--- src/rtl/fe_pkg.sv ---
// fe_pkg: shared types for the front-end next-PC generator.
//   pc_t          fetch address type (PC_WIDTH_DEF bits)
//   spec_entry_t  checkpoint of an unresolved speculative branch
//   fe_state_e    next-PC FSM states
package fe_pkg;

    localparam int PC_WIDTH_DEF = 16;
    localparam int INSTR_BYTES  = 2;
    localparam int RAS_DEPTH    = 4;

    typedef logic [PC_WIDTH_DEF-1:0] pc_t;

    typedef struct packed {
        pc_t  fallback;  // where fetch resumes if the prediction was wrong
        logic is_ex;     // register-target branch: repair address comes from the backend
    } spec_entry_t;

    typedef enum logic {
        RUN     = 1'b0,
        WAIT_EX = 1'b1
    } fe_state_e;

endpackage

--- src/rtl/fe_next_pc_if.sv ---
// fe_next_pc_if: fetch / decode-branch / backend-resolve signals of fe_next_pc.
//   master : the next-PC generator
//   slave  : IF, decode classifier and backend as one environment
interface fe_next_pc_if #(
    parameter int PC_WIDTH   = 16,
    parameter int SPEC_DEPTH = 4
);
    logic                          fetch_ready_i;
    logic [PC_WIDTH-1:0]           pc_o;
    logic                          pc_v_o;
    logic                          flush_fetch_o;
    logic                          br_v_i;
    logic [PC_WIDTH-1:0]           br_pc_i;
    logic [PC_WIDTH-1:0]           br_target_i;
    logic                          take_branch_i;
    logic                          speculative_i;
    logic                          br_link_i;
    logic                          br_ex_i;
    logic                          br_ready_o;
    logic                          resolve_v_i;
    logic                          resolve_mispredict_i;
    logic [PC_WIDTH-1:0]           resolve_target_i;
    logic [$clog2(SPEC_DEPTH):0]   spec_count_o;

    modport master (
        input  fetch_ready_i, br_v_i, br_pc_i, br_target_i, take_branch_i,
               speculative_i, br_link_i, br_ex_i,
               resolve_v_i, resolve_mispredict_i, resolve_target_i,
        output pc_o, pc_v_o, flush_fetch_o, br_ready_o, spec_count_o
    );

    modport slave (
        output fetch_ready_i, br_v_i, br_pc_i, br_target_i, take_branch_i,
               speculative_i, br_link_i, br_ex_i,
               resolve_v_i, resolve_mispredict_i, resolve_target_i,
        input  pc_o, pc_v_o, flush_fetch_o, br_ready_o, spec_count_o
    );
endinterface

--- src/rtl/fe_spec_fifo.sv ---
// fe_spec_fifo: in-order checkpoint FIFO of unresolved speculative branches.
//   push_i/push_data_i  append an entry (honoured when not full, or full with pop)
//   pop_i               drop the head (ignored when empty)
//   flush_all_i         discard every entry; wins over push/pop
//   head_o              oldest entry
//   full_o/empty_o/count_o  occupancy
// DEPTH must be a power of two so the pointers wrap naturally.
module fe_spec_fifo
    import fe_pkg::*;
#(
    parameter int DEPTH = 4
) (
    input  logic                    clk_i,
    input  logic                    reset_n_i,
    input  logic                    push_i,
    input  spec_entry_t             push_data_i,
    input  logic                    pop_i,
    input  logic                    flush_all_i,
    output spec_entry_t             head_o,
    output logic                    full_o,
    output logic                    empty_o,
    output logic [$clog2(DEPTH):0]  count_o
);
    localparam int AW = $clog2(DEPTH);

    spec_entry_t     mem [DEPTH];
    logic [AW-1:0]   wr_ptr, rd_ptr;
    logic [AW:0]     count;
    logic            do_push, do_pop;

    assign empty_o = (count == '0);
    assign full_o  = (count == (AW+1)'(DEPTH));
    assign do_pop  = pop_i & ~empty_o;
    assign do_push = push_i & (~full_o | do_pop);

    always_ff @(posedge clk_i or negedge reset_n_i) begin
        if (!reset_n_i) begin
            wr_ptr <= '0;
            rd_ptr <= '0;
            count  <= '0;
        end else if (flush_all_i) begin
            wr_ptr <= '0;
            rd_ptr <= '0;
            count  <= '0;
        end else begin
            if (do_push) wr_ptr <= wr_ptr + 1'b1;
            if (do_pop)  rd_ptr <= rd_ptr + 1'b1;
            case ({do_push, do_pop})
                2'b10:   count <= count + 1'b1;
                2'b01:   count <= count - 1'b1;
                default: ;
            endcase
        end
    end

    // Payload needs no reset: count gates every read.
    always_ff @(posedge clk_i) begin
        if (do_push && !flush_all_i) mem[wr_ptr] <= push_data_i;
    end

    assign head_o  = mem[rd_ptr];
    assign count_o = count;

endmodule

--- src/rtl/fe_next_pc.sv ---
// fe_next_pc: front-end next-PC generator.
//   clk_i, reset_n_i  clock, asynchronous active-low reset
//   bus (master)      fetch PC out, decode branch in, backend resolve in
// Sequential fetch steps by 2 bytes. Accepted taken branches redirect one
// cycle later with a flush pulse; speculative branches are checkpointed in
// fe_spec_fifo and repaired on a mispredicting resolve.
// Exchange branches must be classified speculative so they get an entry.
// Optional macro FE_RAS_EN: 4-entry return-address stack predicts exchange
// targets; without it every exchange stalls fetch in WAIT_EX until resolved.
module fe_next_pc
    import fe_pkg::*;
#(
    parameter int                  PC_WIDTH   = PC_WIDTH_DEF,  // must equal $bits(pc_t)
    parameter int                  SPEC_DEPTH = 4,
    parameter logic [PC_WIDTH-1:0] RESET_PC   = '0
) (
    input  logic           clk_i,
    input  logic           reset_n_i,
    fe_next_pc_if.master   bus
);
    localparam int  CW      = $clog2(SPEC_DEPTH) + 1;
    localparam pc_t PC_STEP = pc_t'(INSTR_BYTES);

    fe_state_e    state_q;
    pc_t          pc_q;
    logic         pc_v_q, flush_q;

    spec_entry_t  head, push_entry;
    logic         full, empty;
    logic [CW-1:0] count;

    logic resolve_fire, mispredict, br_ready, accept, push, redirect, ex_done;
    logic ex_predicted;
    pc_t  ras_top, br_seq;

    assign resolve_fire = bus.resolve_v_i & ~empty;
    assign mispredict   = resolve_fire & bus.resolve_mispredict_i;

    // A resolve in the same cycle frees a slot, so a full FIFO can still take a push.
    assign br_ready = (state_q == RUN) & ~(bus.speculative_i & full & ~bus.resolve_v_i);
    // A branch arriving with a mispredict is on the wrong path: handshake completes, effect dropped.
    assign accept   = bus.br_v_i & br_ready & ~mispredict;
    assign push     = accept & bus.speculative_i;
    assign redirect = accept & (bus.take_branch_i | bus.br_ex_i);

    // In WAIT_EX decode is held, so the exchange entry is the youngest one.
    assign ex_done  = (state_q == WAIT_EX) & resolve_fire & (count == CW'(1));

    assign br_seq              = bus.br_pc_i + PC_STEP;
    assign push_entry.fallback = bus.take_branch_i ? br_seq : bus.br_target_i;
    assign push_entry.is_ex    = bus.br_ex_i;

    fe_spec_fifo #(.DEPTH(SPEC_DEPTH)) u_spec_fifo (
        .clk_i       (clk_i),
        .reset_n_i   (reset_n_i),
        .push_i      (push),
        .push_data_i (push_entry),
        .pop_i       (resolve_fire),
        .flush_all_i (mispredict),
        .head_o      (head),
        .full_o      (full),
        .empty_o     (empty),
        .count_o     (count)
    );

`ifdef FE_RAS_EN
    localparam int                RAS_AW   = $clog2(RAS_DEPTH);
    localparam logic [RAS_AW:0]   RAS_FULL = (RAS_AW+1)'(RAS_DEPTH);

    pc_t               ras_mem [RAS_DEPTH];
    logic [RAS_AW-1:0] ras_ptr, ras_wr_idx;
    logic [RAS_AW:0]   ras_cnt;
    logic              ras_push, ras_pop;

    assign ex_predicted = (ras_cnt != '0);
    assign ras_top      = ras_mem[ras_ptr - 1'b1];
    assign ras_pop      = accept & bus.br_ex_i & ex_predicted;
    assign ras_push     = accept & bus.br_link_i;
    // Pop+push (link-exchange) replaces the top in place.
    assign ras_wr_idx   = ras_pop ? ras_ptr - 1'b1 : ras_ptr;

    // Circular stack: overflow silently overwrites the oldest slot.
    always_ff @(posedge clk_i or negedge reset_n_i) begin
        if (!reset_n_i) begin
            ras_ptr <= '0;
            ras_cnt <= '0;
        end else if (mispredict) begin
            ras_ptr <= '0;
            ras_cnt <= '0;
        end else begin
            case ({ras_push, ras_pop})
                2'b10: begin
                    ras_ptr <= ras_ptr + 1'b1;
                    if (ras_cnt != RAS_FULL) ras_cnt <= ras_cnt + 1'b1;
                end
                2'b01: begin
                    ras_ptr <= ras_ptr - 1'b1;
                    ras_cnt <= ras_cnt - 1'b1;
                end
                default: ;
            endcase
        end
    end

    always_ff @(posedge clk_i) begin
        if (ras_push) ras_mem[ras_wr_idx] <= br_seq;
    end
`else
    logic unused_link;
    assign ex_predicted = 1'b0;
    assign ras_top      = '0;
    assign unused_link  = bus.br_link_i;
`endif

    // Priority: mispredict repair > exchange completion > decode redirect > sequential.
    always_ff @(posedge clk_i or negedge reset_n_i) begin
        if (!reset_n_i) begin
            state_q <= RUN;
            pc_q    <= RESET_PC;
            pc_v_q  <= 1'b1;
            flush_q <= 1'b0;
        end else begin
            flush_q <= 1'b0;
            if (mispredict) begin
                pc_q    <= head.is_ex ? bus.resolve_target_i : head.fallback;
                flush_q <= 1'b1;
                state_q <= RUN;
                pc_v_q  <= 1'b1;
            end else if (ex_done) begin
                pc_q    <= bus.resolve_target_i;
                state_q <= RUN;
                pc_v_q  <= 1'b1;
            end else if (redirect) begin
                flush_q <= 1'b1;
                if (!bus.br_ex_i) begin
                    pc_q <= bus.br_target_i;
                end else if (ex_predicted) begin
                    pc_q <= ras_top;
                end else begin
                    state_q <= WAIT_EX;
                    pc_v_q  <= 1'b0;
                end
            end else if (pc_v_q && bus.fetch_ready_i) begin
                pc_q <= pc_q + PC_STEP;
            end
        end
    end

    assign bus.pc_o          = pc_q;
    assign bus.pc_v_o        = pc_v_q;
    assign bus.flush_fetch_o = flush_q;
    assign bus.br_ready_o    = br_ready;
    assign bus.spec_count_o  = count;

    a_resolve_not_empty: assert property (@(posedge clk_i) disable iff (!reset_n_i)
        !(bus.resolve_v_i && empty));

endmodule

--- src/flat_wrapper.sv ---
// flat-port wrapper written by rule: the top's interface ports become plain ports
module fe_next_pc_flat import fe_pkg::*;
#(
    parameter int                  PC_WIDTH   = PC_WIDTH_DEF,                           
    parameter int                  SPEC_DEPTH = 4,
    parameter logic [PC_WIDTH-1:0] RESET_PC   = '0
)
  (clk_i, reset_n_i, bus_fetch_ready_i, bus_br_v_i, bus_br_pc_i, bus_br_target_i, bus_take_branch_i, bus_speculative_i, bus_br_link_i, bus_br_ex_i, bus_resolve_v_i, bus_resolve_mispredict_i, bus_resolve_target_i, bus_pc_o, bus_pc_v_o, bus_flush_fetch_o, bus_br_ready_o, bus_spec_count_o);
  fe_next_pc_if #(.PC_WIDTH(PC_WIDTH), .SPEC_DEPTH(SPEC_DEPTH)) bus_i ();
  input  logic clk_i;
  input  logic reset_n_i;
  input wire logic [$bits(bus_i.fetch_ready_i)-1:0] bus_fetch_ready_i;
  input wire logic [$bits(bus_i.br_v_i)-1:0] bus_br_v_i;
  input wire logic [$bits(bus_i.br_pc_i)-1:0] bus_br_pc_i;
  input wire logic [$bits(bus_i.br_target_i)-1:0] bus_br_target_i;
  input wire logic [$bits(bus_i.take_branch_i)-1:0] bus_take_branch_i;
  input wire logic [$bits(bus_i.speculative_i)-1:0] bus_speculative_i;
  input wire logic [$bits(bus_i.br_link_i)-1:0] bus_br_link_i;
  input wire logic [$bits(bus_i.br_ex_i)-1:0] bus_br_ex_i;
  input wire logic [$bits(bus_i.resolve_v_i)-1:0] bus_resolve_v_i;
  input wire logic [$bits(bus_i.resolve_mispredict_i)-1:0] bus_resolve_mispredict_i;
  input wire logic [$bits(bus_i.resolve_target_i)-1:0] bus_resolve_target_i;
  output wire logic [$bits(bus_i.pc_o)-1:0] bus_pc_o;
  output wire logic [$bits(bus_i.pc_v_o)-1:0] bus_pc_v_o;
  output wire logic [$bits(bus_i.flush_fetch_o)-1:0] bus_flush_fetch_o;
  output wire logic [$bits(bus_i.br_ready_o)-1:0] bus_br_ready_o;
  output wire logic [$bits(bus_i.spec_count_o)-1:0] bus_spec_count_o;
  assign bus_i.fetch_ready_i = bus_fetch_ready_i;
  assign bus_i.br_v_i = bus_br_v_i;
  assign bus_i.br_pc_i = bus_br_pc_i;
  assign bus_i.br_target_i = bus_br_target_i;
  assign bus_i.take_branch_i = bus_take_branch_i;
  assign bus_i.speculative_i = bus_speculative_i;
  assign bus_i.br_link_i = bus_br_link_i;
  assign bus_i.br_ex_i = bus_br_ex_i;
  assign bus_i.resolve_v_i = bus_resolve_v_i;
  assign bus_i.resolve_mispredict_i = bus_resolve_mispredict_i;
  assign bus_i.resolve_target_i = bus_resolve_target_i;
  assign bus_pc_o = bus_i.pc_o;
  assign bus_pc_v_o = bus_i.pc_v_o;
  assign bus_flush_fetch_o = bus_i.flush_fetch_o;
  assign bus_br_ready_o = bus_i.br_ready_o;
  assign bus_spec_count_o = bus_i.spec_count_o;
  fe_next_pc #(.PC_WIDTH(PC_WIDTH), .SPEC_DEPTH(SPEC_DEPTH), .RESET_PC(RESET_PC)) u_core (.clk_i(clk_i), .reset_n_i(reset_n_i), .bus(bus_i));
endmodule
--- config.mk ---
export PLATFORM = sky130hd
export DESIGN_NAME = fe_next_pc_flat
export DESIGN_NICKNAME = d
export VERILOG_FILES = /design/src/rtl/fe_pkg.sv /design/src/rtl/fe_next_pc_if.sv /design/src/rtl/fe_spec_fifo.sv /design/src/rtl/fe_next_pc.sv /design/src/flat_wrapper.sv
export SDC_FILE = /design/constraint.sdc
export NUM_CORES = 1
export LEC_CHECK = 0
export CORE_MARGIN = 2
export CORE_UTILIZATION = 34
export DETAILED_ROUTE_END_ITERATION = 10
export PLACE_DENSITY = 0.58
export SLEW_MARGIN = 25
export SYNTH_ARGS = -nofsm -noshare
export SYNTH_HDL_FRONTEND = slang
export SYNTH_SLANG_ARGS = --single-unit
--- constraint.sdc ---
create_clock -name clk_i -period 3.2 [get_ports clk_i]
set_input_delay 0.64 -clock clk_i [delete_from_list [all_inputs] [get_ports clk_i]]
set_output_delay 0.64 -clock clk_i [all_outputs]
set_load 0.1 [all_outputs]
; Word-level counts from Yosys, hierarchy flattened
; Memories as Yosys holds them, arrays and structs flattened.
; Cells that the tools add are included.
[classes]
mux = 26
n_eq_ne = 5
bitwise_logic = 21
addsub = 6
n_reduce_logical = 12
[ops]
columns = op, count
row1 = $mux 16, 7
row2 = $add 16x2->16 const B, 2
row3 = $and 1x1->1, 13
row4 = $mux 1, 13
row5 = $reduce_bool 3->1, 3
row6 = $mux 2, 4
row7 = $not 1->1, 6
row8 = $pmux 3 s2, 1
row9 = $add 2x1->2 const B, 2
row10 = $ne 4x3->1 const B, 1
row11 = $reduce_and 2->1, 2
row12 = $reduce_bool 2->1, 2
row13 = $reduce_bool 4->1, 1
row14 = $add 3x1->3 const B, 1
row15 = $eq 3x1->1 const B, 1
row16 = $eq 3x3->1 const B, 1
row17 = $logic_not 3->1, 1
row18 = $mux 3, 1
row19 = $sub 3x1->3 const B, 1
row20 = $eq 2x1->1 const B, 1
row21 = $eq 2x2->1 const B, 1
row22 = $logic_and 1x1->1, 2
row23 = $or 1x1->1, 2
row24 = $logic_not 1->1, 1
[word_totals]
inputBits = 58
register_bits = 26
out_inout_bits = 22
mem_count = 1
mem_bits_rw = 68
elab_cells = 78
[memory_table]
columns = name, words, word_bits, read_ports, rd_clocked_by_memory_dff, write_ports, line_no
row1 = u_core.u_spec_fifo.mem, 4, 17, 1, 0, 1, fe_spec_fifo.sv:26  ; spec_entry_t mem [DEPTH];

; Depth between registers and ports, before layout
; Gate-level depths: netlist (run 1).
[depth]
depth_word = 12
mapped_depth = 11
mapped_depth_nobuf = 10

; Modules after synthesis
; A second synthesis (run 1) with hierarchy kept.
[hier_totals]
hier_cells = 393
area_unflattened_um2 = 4936.0
[by_module_without_submodules]
columns = module, n_inst, seq_area_each_um2, cells_per_inst, area_per_inst_um2
row1 = fe_spec_fifo, 1, 2217.1, 156, 3035.4
row2 = fe_next_pc, 1, 476.7, 237, 1900.6

; Least setup slack after synthesis (run 1)
; No wires, ideal clock.
[synth_timing]
path_kind = register to output
from = reg u_core.u_spec_fifo.count[1], in the netlist u_core.u_spec_fifo.count_o[1]
to = out bus_br_ready_o
t_required_ns = 2.560
slack_ns = -0.354
n_path_buf = 0
arrival_time_ns = 2.914
stages_incl_launch_ff = 5
path_cell_list = dfrtp_1 > inv_1 > ha_1 > and4b_4 > nor2_1
[synth_via]
elab_chain_cells = 5
[synth_rtl]
columns = item, line_no
row1 = from (decl), fe_spec_fifo.sv:28  ; logic [AW:0] count;
row2 = from (signal assigned), fe_spec_fifo.sv:49  ; 2'b10: count <= count + 1'b1;
row3 = from (signal assigned), fe_spec_fifo.sv:50  ; 2'b01: count <= count - 1'b1;
row4 = $eq 3x3->1, fe_spec_fifo.sv:32  ; assign full_o = (count == (AW+1)'(DEPTH));
row5 = $and 1x1->1 (2 in a row), fe_next_pc.sv:40  ; assign br_ready = (state_q == RUN) & ~(bus.speculative_i & full & ~bus.resolve_v_i);
row6 = $not 1->1, fe_next_pc.sv:40
row7 = $and 1x1->1, fe_next_pc.sv:40
row8 = to (decl), flat_wrapper.sv:26  ; output wire logic [$bits(bus_i.br_ready_o)-1:0] bus_br_ready_o;
; Every way passes these cells.

; Worst setup path after layout (run 1)
[layout_timing]
from = in bus_resolve_v_i
to = reg u_core.pc_q[7], in the netlist u_core.bus.pc_o[7]
[layout_via]
elab_chain_cells = 10
elab_cells_between_ends = 18
cone_classes = eq/ne: 1 / mux: 3 / bitwise: 12 / reduce/logical: 2
[layout_rtl]
columns = item, line_no
row1 = from (decl), flat_wrapper.sv:20  ; input wire logic [$bits(bus_i.resolve_v_i)-1:0] bus_resolve_v_i;
row2 = $not 1->1, fe_next_pc.sv:40
row3 = $and 1x1->1, fe_next_pc.sv:40
row4 = $not 1->1, fe_next_pc.sv:40
row5 = $and 1x1->1, fe_next_pc.sv:40
row6 = $and 1x1->1 (2 in a row), fe_next_pc.sv:42  ; assign accept = bus.br_v_i & br_ready & ~mispredict;
row7 = $and 1x1->1, fe_next_pc.sv:44  ; assign redirect = accept & (bus.take_branch_i | bus.br_ex_i);
row8 = $mux 16, fe_next_pc.sv:133  ; end else if (redirect) begin
row9 = $mux 16, fe_next_pc.sv:129  ; end else if (ex_done) begin
row10 = $mux 16, fe_next_pc.sv:124  ; if (mispredict) begin
row11 = to (signal assigned), fe_next_pc.sv:125  ; pc_q <= head.is_ex ? bus.resolve_target_i : head.fallback;
row12 = to (signal assigned), fe_next_pc.sv:130  ; pc_q <= bus.resolve_target_i;
row13 = to (signal assigned), fe_next_pc.sv:136  ; pc_q <= bus.br_target_i;
row14 = to (decl), fe_next_pc.sv:25  ; pc_t pc_q;
; Parallel ways exist; a longest one is shown, timed or not.
; A chain may end at the register's enable or synchronous reset.

==> results of run 1 <==
==> critical path, stage by stage <==
cell	delay, ns
clkdlybuf4s50_1	0.57
and4b_4	0.26
nor3_4	0.25
buf_4	0.24
a21o_1	0.50
o311ai_0	0.22
a32o_1	0.28
==> Yosys cell counts (6+ instances only) <==
cell	instances
ha_1	11
o21ai_0	10
mux2i_1	13
nand3_1	18
nor2_1	32
inv_1	15
a221oi_1	7
dfrtp_1	25
a32o_1	6
mux4_2	17
nand4_1	7
a21oi_1	15
nand2_1	23
edfxtp_1	68
xor2_1	9
nor3_1	7
xnor2_1	8
clkbuf_1	6
buf_2	14
==> per-stage QoR <==
step | total power [mW] | instance area, um2
floorplan | 3.881 | 5075
global placement | 4.565 | 6072
detailed placement | 4.607 | 6072
CTS | 5.701 | 6380
global route | 5.952 | 6380
finish | 5.660 | 6380
==> worst max-delay path by stage <==
stage                                        startpoint                             to  depth (start not counted)
final                                   bus_resolve_v_i             u_core.bus.pc_o[7]                          7
after global routing                    bus_resolve_v_i             u_core.bus.pc_o[7]                          7
after CTS                               bus_resolve_v_i             u_core.bus.pc_o[7]                          7
after global placement                  bus_resolve_v_i             u_core.bus.pc_o[7]                          7
after floorplan           u_core.u_spec_fifo.count_o[1]  u_core.u_spec_fifo.count_o[2]                         10
after detailed placement                bus_resolve_v_i             u_core.bus.pc_o[7]                          7
==> per-layer routing <==
metal / share of wire / track usage / vias up
li1: - / - / 1770
met1: 0.44 / 0.2305 / 1924
met2: 0.50 / 0.2938 / 101
met3: 0.043 / 0.02719 / 20
met4: 0.019 / 0.06787 / 0
met5: 0 / 0 / -
==> report_power, final <==
group	total, mW	leakage (nW)	internal [mW]	switching [mW]
Clock	1.09	0.147	0.627	0.459
Sequential	1.76	0.925	1.54	0.219
Combinational	2.82	1.23	0.935	1.88
Total	5.66	2.30	3.10	2.56
==> flip-flops by register name, indices dropped and copies added, names as in the netlist <==
name and flops:
u_core.bus.flush_fetch_o 1, u_core.bus.pc_o 16, u_core.bus.pc_v_o 1, u_core.state_q 1
u_core.u_spec_fifo.count_o 3, u_core.u_spec_fifo.mem 68, u_core.u_spec_fifo.rd_ptr 2, u_core.u_spec_fifo.wr_ptr 2
==> cell type report <==
type                            count  area, um2  share of cell area
Inverter                           15      56.30            0.008825
Clock buffer                       13      282.8             0.04432
Multi-Input combinational cell    274       2191              0.3434
Tap cell                          184      230.2             0.03609
Sequential cell                    94       2694              0.4222
Timing Repair Buffer               98      900.9              0.1412
Clock inverter                      3      25.02            0.003922
==> cell families (layout without fill, tap and decap cells) <==
logic type / after synthesis / count (layout)
compound gates: 93 / 93
xor+xnor: 17 / 17
fa+ha+maj: 11 / 11
buf+inv: 40 / 129
flops: 94 / 94
mux: 34 / 34
simple gates: 119 / 119
==> run metrics, run 1 <==
simple-gate share of the synthesized area 0.1209; grt total ovfl 0; reg2reg start u_core.u_spec_fifo.count_o[0]; Core Area ~0.015 mm2; Synth Register Bits between 90 and 100; Ant. Diodes 0; area leader, netlist edfxtp_1; Hold Path Class reg2reg; Max-Cap Viols 0; Syn Std Cell Area 0.005072 mm2; most frequent cells in the layout edfxtp_1, clkdlybuf4s50_1, buf_4; largest family of logic cells by synthesized area compound AO/OA/AOI/OAI gates; hold_sp u_core.bus.pc_o[0]; largest net degree at the start of global routing 30; htree depth 3; layout cell share with drive strength beyond 1 0.1771; Post-synth top flop edfxtp_1; Final Max Tran Viols 0; area grow syn2layout 25.78%; Synth area leaders edfxtp_1, dfrtp_1, mux4_2, ha_1, mux2i_1; TNS Setup 0 ns; GRT Total Usage 0.1756; Clock Sinks 94; fmax 364.5 MHz; DRC 0; post-layout util 0.4390; Initial Utilization 0.3490; row count 44; worst hold slack between 0.5 and 0.6 ns; hold endpoint u_core.bus.pc_o[0]; Pre-antenna DRT Iters 5; r2r setup slk 0.51 ns; CTS buffer count 9; unrepaired setup endpoints after global routing false; DP Worst Slack 0.09912 ns; most common cell after layout, fill and taps aside edfxtp_1; worst skew pair latency 0.34 ns; # resized after CTS 0; required time worst endpoint between 3 and 4 ns; worst vdd ir 0.0003638 V; Filler Cell Count 1,348; hold buffers post-CTS 0; Synth Area in Compound Gates 0.1441; setup ws final 0.4563 ns; P_leak 2.298 nW; critical path arrival 2.97 ns; Die X 126.1 um; Synth Area per Inst 12.43 um2; Syn Nets 477; CTS tree yes; Via Count 3,815; Relative slew margins 0.4700; die height 126.1 um; top cell type's share of synthesized area 0.4026; critical path launch point type primary input; EDFF count, synth 68; DP Wirelength slightly above 10 mm; Power Dens Cells 887.1 mW/mm2; initial antenna violation count 0; CTS Buffer Depth 2; IO Pins 80; global-route wire length before repair 21.44 mm; hold path depth 1; final std cells w/o fill 681; Final period util 0.8574; via/cell ratio 5.602; GP Congestion 0.8716; fin crit period 2.744 ns; number of distinct library cells after synthesis 63; dpl cells ~670; Setup crit end kind flop; Synth async-reset ratio 0.2766; reg2reg end u_core.bus.pc_o[7]; Clock Root Buffer clkbuf_16; outcome finished, final reports clean; worst r2r path cells 8; DRT iter0 DRCs 370; CP Max Fanout 16; # nets final 561; Setup Skew 0.006269 ns; Avg WL per Cell approximately 20 um; Clock Pin Slew Worst Setup and Hold Paths approximately 0.07 ns; die area 0.01591 mm2; Ys Warns 0; Final Hold Vio Count 0; critical path class in2reg; Synth Instances 408; mux contribution to synthesized area 0.1100; XOR/XNOR Fraction of Synth Area 0.02935; Setup violations, final 0; post-CTS setup buffer count 0; WL final around 14 mm; vias in the first global route 3,836; Post-Synth Adder-Cell Area 0.02713; post-synthesis sequential area ratio 0.5311; IO Port Bufs 78; ANT nets after route 0; Slew @ Worst Pin 0.7950 ns
Power figures use the tool's default switching activity.
==> run 2, diff against run 1 <==
PLACE_DENSITY = 0.61   (was 0.58)
==> run 2 against run 1 <==
Compared with the run above:
- design area is 1.7% lower
- worst hold slack hardly changed
- fmax is 3.3% lower
- critical path type is now reg2reg
- critical endpoint is now u_core.u_spec_fifo.mem[3][4]
==> run metrics, run 2 (synthesized netlist as in run 1, its figures left out) <==
Clock Pin Slew Worst Setup and Hold Paths 0.06 ns; required time worst endpoint 3.15 ns; GP Congestion ~0.86; Worst Setup SP u_core.u_spec_fifo.count_o[0]; global-route wire length before repair roughly 21 mm; Gate power share 0.503; hold buffers post-CTS 0; DP Worst Slack 0.05836 ns; ANT nets after route 0; total chip power 5.499 mW; internal power ~3.0 mW; # nets final 554; Clock Sinks 94; IO Pins 80; Clock Root Buffer clkbuf_16; htree depth 3; Relative slew margins 0.3678; area grow syn2layout 23.63%; r2r setup slk 0.36 ns; fin crit period 2.838 ns; fmax 352.4 MHz; Setup violations, final 0; Max-Cap Viols 0; critical path launch point type flop; Pre-antenna DRT Iters 4; unrepaired setup endpoints after global routing false; Setup Skew around 0.0075 ns; worst vdd ir 0.0003668 V; CP Max Fanout 17; Power Dens Cells 876.9 mW/mm2; CP Cell Sequence inv_1 -> ha_1 -> and4b_4 -> nor2_1 -> and4_1 -> and2_1; setup ws final between 0.3 and 0.4 ns; CTS Buffer Depth 2; WL final 13.20 mm; hold path depth 1; IO Port Bufs 78; post-layout util 0.4315; Via Count 3,746; Die X 126.1 um; worst r2r path cells 6; most frequent cells in the layout edfxtp_1, clkdlybuf4s50_1, buf_4; Avg WL per Cell 19.59 um; # resized after CTS 0; die height around 130 um; Final Max Tran Viols 0; initial antenna violation count 0; Final Hold Vio Count 0; Net Switching about 2.5 mW; Worst path max stage delay between 0.8 and 0.9 ns; largest net degree at the start of global routing 30; Top reg by flops u_core.u_spec_fifo.mem; switch share 0.4554; Core Area about 0.015 mm2; DP Wirelength 9.743 mm; Hold Path Class reg2reg; GRT Total Usage 0.1693; critical path arrival 2.79 ns; Final period util 0.8868; vias in the first global route 3,714; worst skew pair latency 0.33 ns; Ant. Diodes 0; post-CTS setup buffer count 0; outcome finished, final reports clean; Initial Utilization 0.3490; grt total ovfl 0; CP max-delay cell and2_1; most common cell after layout, fill and taps aside edfxtp_1; DRT iter0 DRCs approximately 330; Setup crit end kind flop; max FFs per register 68; row count 44; CTS buffer count 9; DRC 0; via/cell ratio around 5.6; die area 0.01591 mm2; Filler Cell Count 1,372; P_leak 2.242 nW; layout cell share with drive strength beyond 1 0.1612; reg2reg start u_core.u_spec_fifo.count_o[0]; hold_sp u_core.bus.pc_v_o; TNS Setup 0 ns; sequential share of power 0.322; Slew @ Worst Pin 0.9483 ns; Clk pwr share 0.175; critical path class reg2reg; CTS tree yes
[run 2: cell type report]
cell class	instances	area (um2)	share of cell area
sequential	94	2694	0.4296
multi-input combinational	274	2191	0.3494
timing repair buffer	91	835.8	0.1333
clock buffer	13	250.2	0.03990
tap	184	230.2	0.03671
inverter	15	56.30	0.008978
clock inverter	3	13.76	0.002195
[run 2: stage by stage]
step	cell area, um2	instances	hold WS [ns]
2_1_floorplan	5075	408	0.3444
3_3_place_gp	6007	658	0.5030
3_5_place_dp	6007	658	0.5126
4_1_cts	6271	674	0.5382
5_1_grt	6271	674	0.5583
6_report	6271	674	0.5358
[run 2: metal layers]
layer	vias to the layer above	GRT usage	routed length [um]
met5	-	0	0
met4	0	0.06658	301
met3	19	0.02634	517
met2	103	0.2799	6465
met1	1879	0.2245	5918
li1	1745	-	-
[run 2: power groups by stage]
stage	registers, mW	clock network, mW	logic, mW
2_1_floorplan	2.63	0	1.25
3_3_place_gp	1.78	0	2.74
3_5_place_dp	1.79	0	2.77
4_1_cts	1.77	0.982	2.77
5_1_grt	1.80	1.04	2.94
6_report	1.77	0.964	2.76
[run 2: critical path, delay by kind of cell (launching register included)]
family,cells,cell delay (ns)
DFF,1,0.43
buffers and inverters,1,0.09
adders and majority gates,1,0.28
and+or+nand+nor,4,1.64
[run 2: final timing paths]
check | to
max | u_core.u_spec_fifo.mem[3][4]
min | u_core.bus.pc_v_o
max reg2reg | u_core.u_spec_fifo.mem[3][4]
min reg2reg | u_core.bus.pc_v_o
max in group asynchronous | u_core.bus.pc_v_o
min in group asynchronous | u_core.u_spec_fifo.wr_ptr[0]
==> patch 1 (settings of run 1) <==
Change the package constant `PC_WIDTH_DEF` from 16 to 24.
--- a/src/rtl/fe_pkg.sv
+++ b/src/rtl/fe_pkg.sv
@@ -5,5 +5,5 @@
 package fe_pkg;
 
-    localparam int PC_WIDTH_DEF = 16;
+    localparam int PC_WIDTH_DEF = 24;
     localparam int INSTR_BYTES  = 2;
     localparam int RAS_DEPTH    = 4;
Interface: changed (resized bus_br_pc_i, bus_br_target_i, bus_pc_o and bus_resolve_target_i); port bits go from 80 to 112. No check against the original RTL was run, so the function may have changed too.
==> patch 1 against run 1 <==
Synthesized area increased by 41%. Critical path type is now reg -> reg. Utilization rose by 0.17 points. Routed wire length rose by 52%. Sequential cell count rose by 40. Sequential share of layout area decreased by 0.21 points. Design area increased by 44%. Clock skew up 0.0024 ns. Die area up 39%. First-iteration DRC count grew 58%. Count of clock-buffer cells in the layout is 4 higher. Worst hold slack lost 0.027 ns. Setup slack better by 0.0031 ns. Power is 48% higher.
==> patch 1: results <==
group,metric,value,unit
synth,synth-edff-count,100,
global_routing,grt_pass1_wl,31.97,mm
drt,routed_wl,21.00,mm
synth,synth_area_leaders,"edfxtp_1 42%, dfrtp_1 12%, mux4_2 7.6%",
timing,hold_ws,0.5096,ns
outcome,status,"finished clean",
layout,fill_cells,1939,
hold_path,hold_end,"u_core.bus.pc_v_o$_DFFE_PN1P_",
placement,hpwl,14.93,mm
hold_path,worstHoldPathCells,2,
layout,final_cells,962,
layout,nets,767,
clocking,clk_latency,0.42,ns
drt,drtIter0Drc,586,
setup_path,r2r_setup_slack,0.46,ns
global_routing,grt_max_degree,47,
placement,finalWeightedCongestion,0.8654,
placement,dpl.cell_count,930,
synth,synthesis.nets,655,
timing,fin_skew,0.008624,ns
power_and_ir_drop,peakVddDrop,0.0003376,V
placement,placed_area,8576,um^2
clocking,numCtsBuffers,17,
layout,largest_reg_flops,100,
placement,io_buffers,110,
layout,drive_gt1_frac,0.1820,
synth,synth-seq-area-share,0.5395,
synth,yosys-top-cells-count,"100 x edfxtp_1, 40 x nand2_1, 36 x nor2_1, 33 x dfrtp_1, 28 x a32o_1",
clocking,htreeDepth,4,
global_routing,grt_pass1_vias,5619,
power_and_ir_drop,p_leak,0.003209,uW
setup_path,worstReg2RegEnd,"u_core.bus.pc_o[23]$_DFFE_PN0P_",
setup_path,worstPathArrival,3.04,ns
drt,vias,5485,
timing,slew_headroom,0.4880,
synth,synth_cell_type_count,60,
synth,synthArstFlopShare,0.2537,
## patch 1: metrics by stage
stage	util	total power [uW]	setup slack (ns)
floorplan	-	5394	0.1063
global placement	0.4119	6390	0.2297
detailed placement	0.4119	6452	0.2363
CTS	0.4406	8429	0.4669
global route	0.4406	8749	0.2927
finish	0.4406	8397	0.4595
## patch 1: cell type report
class / count / share of cell area
repair buffers: 129 / 0.1364
clock buffers: 17 / 0.04637
well taps: 275 / 0.03750
inverters: 12 / 0.004909
multi-input cells: 380 / 0.3357
flip-flops and latches: 134 / 0.4202
clock inverters: 15 / 0.01896
## patch 1: power by group
group / switching [uW] / total (uW) / leakage [uW] / internal, uW
Sequential: 337 / 2500 / 0.00130 / 2170
Clock: 848 / 1970 / 0.000299 / 1120
Combinational: 2640 / 3930 / 0.00161 / 1290
## patch 1: logic make-up (layout without fill, tap and decap cells)
| kind of cell | after synthesis | count (layout) | share of synthesized area |
|---|---|---|---|
| AO/OA/AOI/OAI | 127 | 127 | 0.1418 |
| XOR/XNOR | 26 | 26 | 0.03187 |
| adder cells (fa/ha/maj) | 11 | 11 | 0.01926 |
| buffers and inverters | 48 | 173 | 0.02994 |
| flip-flops | 134 | 134 | 0.5395 |
| multiplexers | 54 | 54 | 0.1189 |
| AND/OR/NAND/NOR | 162 | 162 | 0.1187 |
## patch 1: critical path, stage by stage, from the launching register on
cell,delay [ns]
dfrtp_1,0.46
inv_1,0.10
ha_1,0.25
nor4bb_1,0.35
and2_1,0.40
o21ai_2,0.15
buf_4,0.24
and2_0,0.28
a221o_1,0.38
## patch 1: routing by layer
metal / share of wire / vias to the layer above / routed length (um) / track usage
li1: - / 2483 / - / -
met1: 0.42 / 2772 / 8858 / 0.2477
met2: 0.50 / 207 / 10490 / 0.3267
met3: 0.058 / 23 / 1223 / 0.03425
met4: 0.020 / 0 / 419 / 0.06238
met5: 0 / - / 0 / 0
## patch 1: how the worst max path moves through the flow
stage,cells after the start,end,slack [ns]
CTS,8,u_core.bus.pc_o[23]$_DFFE_PN0P_,0.47
detailed placement,8,u_core.u_spec_fifo.mem[3][24]$_DFFE_PP_,0.24
global placement,8,u_core.u_spec_fifo.mem[0][24]$_DFFE_PP_,0.23
finish,8,u_core.bus.pc_o[23]$_DFFE_PN0P_,0.46
floorplan,4,bus_br_ready_o,0.11
global route,8,u_core.bus.pc_o[23]$_DFFE_PN0P_,0.29
==> patch 2 (flow settings as in run 1) <==
Without the edit above. Build with the macro `FE_RAS_EN` defined.
--- a/src/rtl/fe_next_pc.sv
+++ b/src/rtl/fe_next_pc.sv
@@ -8,4 +8,6 @@
 // Optional macro FE_RAS_EN: 4-entry return-address stack predicts exchange
 // targets; without it every exchange stalls fetch in WAIT_EX until resolved.
+`define FE_RAS_EN
+
 module fe_next_pc
     import fe_pkg::*;
Formal check against the unedited RTL: not equivalent (a bounded check fails within 4 cycles, from zero or initial values and one cycle with reset_n_i low).
==> patch 2 against run 1 <==
Routed wire length up 47%. First-iteration DRC count grew 22%. Critical endpoint is now u_core.ras_cnt[2]$_DFFE_PN0P_. Critical path depth up 8. Power rose by 50%. Die area is 52% higher. Sequential cell count is 69 higher. Clock skew down 0.0011 ns. Synthesized area is 54% higher. Synthesized cell count increased by 34%. Design area grew 53%. Combinational power grew 21%. Setup slack worse by 0.17 ns.
==> patch 2: results <==
group,metric,value,unit
outcome,status,"finished clean",
drt,avgRoutedWirePerCell,21.27,um
global_routing,grt_util_all_layers,0.1736,
setup_path,crit_start,"u_core.u_spec_fifo.count_o[1]$_DFFE_PN0P_",
clocking,htreeDepth,4,
hold_path,worstHoldStart,"u_core.bus.pc_v_o$_DFFE_PN1P_",
synth,yosys-top-cells-count,"132 x edfxtp_1, 38 x nand2_1, 31 x mux4_2, 30 x dfrtp_1, 26 x o21ai_0",
global_routing,grt_max_degree,39,
timing,slew_headroom,0.3144,
setup_path,crit_end,"u_core.ras_cnt[2]$_DFFE_PN0P_",
drt,route.met3.wl,1.315,mm
clocking,clk_latency,0.43,ns
placement,dpl.cell_count,920,
placement,dp_slack,0.008210,ns
synth,synth_compound_area_frac,0.07917,
setup_path,worstPathArrival,3.21,ns
drt,drtIter0Drc,451,
setup_path,crit_path_top_delay_cell,"dfrtp_2",
placement,io_buffers,79,
drt,wl_met2,9.739,mm
setup_path,worstRegToRegCells,15,
hold_path,hold_end,"u_core.bus.pc_v_o$_DFFE_PN1P_",
global_routing,use_met1,0.2329,
setup_path,critPathMaxFanout,5,
synth,synth_xor_area_frac,0.02917,
layout,area_share_nonclk_buffers,0.1126,
global_routing,grt_pass1_vias,5397,
layout,clk_share,0.06374,
synth,synth-edff-count,132,
setup_path,critical-path-top-delay-family,"simple AND/OR/NAND/NOR gates",
placement,hpwl,14.58,mm
layout,seq-cell-share,0.4852,
setup_path,r2r_setup_slack,0.29,ns
global_routing,grt_util_met2,0.2804,
power_and_ir_drop,powerDensity,870.4,nW/um^2
global_routing,grt_pass1_wl,31.00,mm
layout,multi_input_cells,344,
placement,finalWeightedCongestion,0.8460,
power_and_ir_drop,p_int,5108,uW
synth,synth_cell_type_count,55,
power_and_ir_drop,p_clk,2130,uW
==> patch 2: cell count changes in the layout (fill, tap and decap cells not counted), moves of 8 or more <==
cell,run 1,this run
buf_4,40,52
nand2_1,23,38
mux2i_1,13,21
mux2_2,4,21
edfxtp_1,68,132
mux4_2,17,31
o21ai_0,10,26
nor2_1,31,23
==> patch 2: cell families after synthesis <==
kind of cell             count (synthesis)
XOR/XNOR                                26
flip-flops                             163
AND/OR/NAND/NOR                        137
AO/OA/AOI/OAI                           93
multiplexers                            73
buffers and inverters                   41
adder cells (fa/ha/maj)                 15
==> patch 2: per-stage QoR <==
stage	utilization	instance area (um^2)	hold slack, ns
finish	0.4331	9776	0.5172
global route	0.4331	9776	0.5275
CTS	0.4331	9776	0.5158
detailed placement	0.4055	9153	0.5067
global placement	0.4055	9153	0.4915
floorplan	-	7831	0.3444
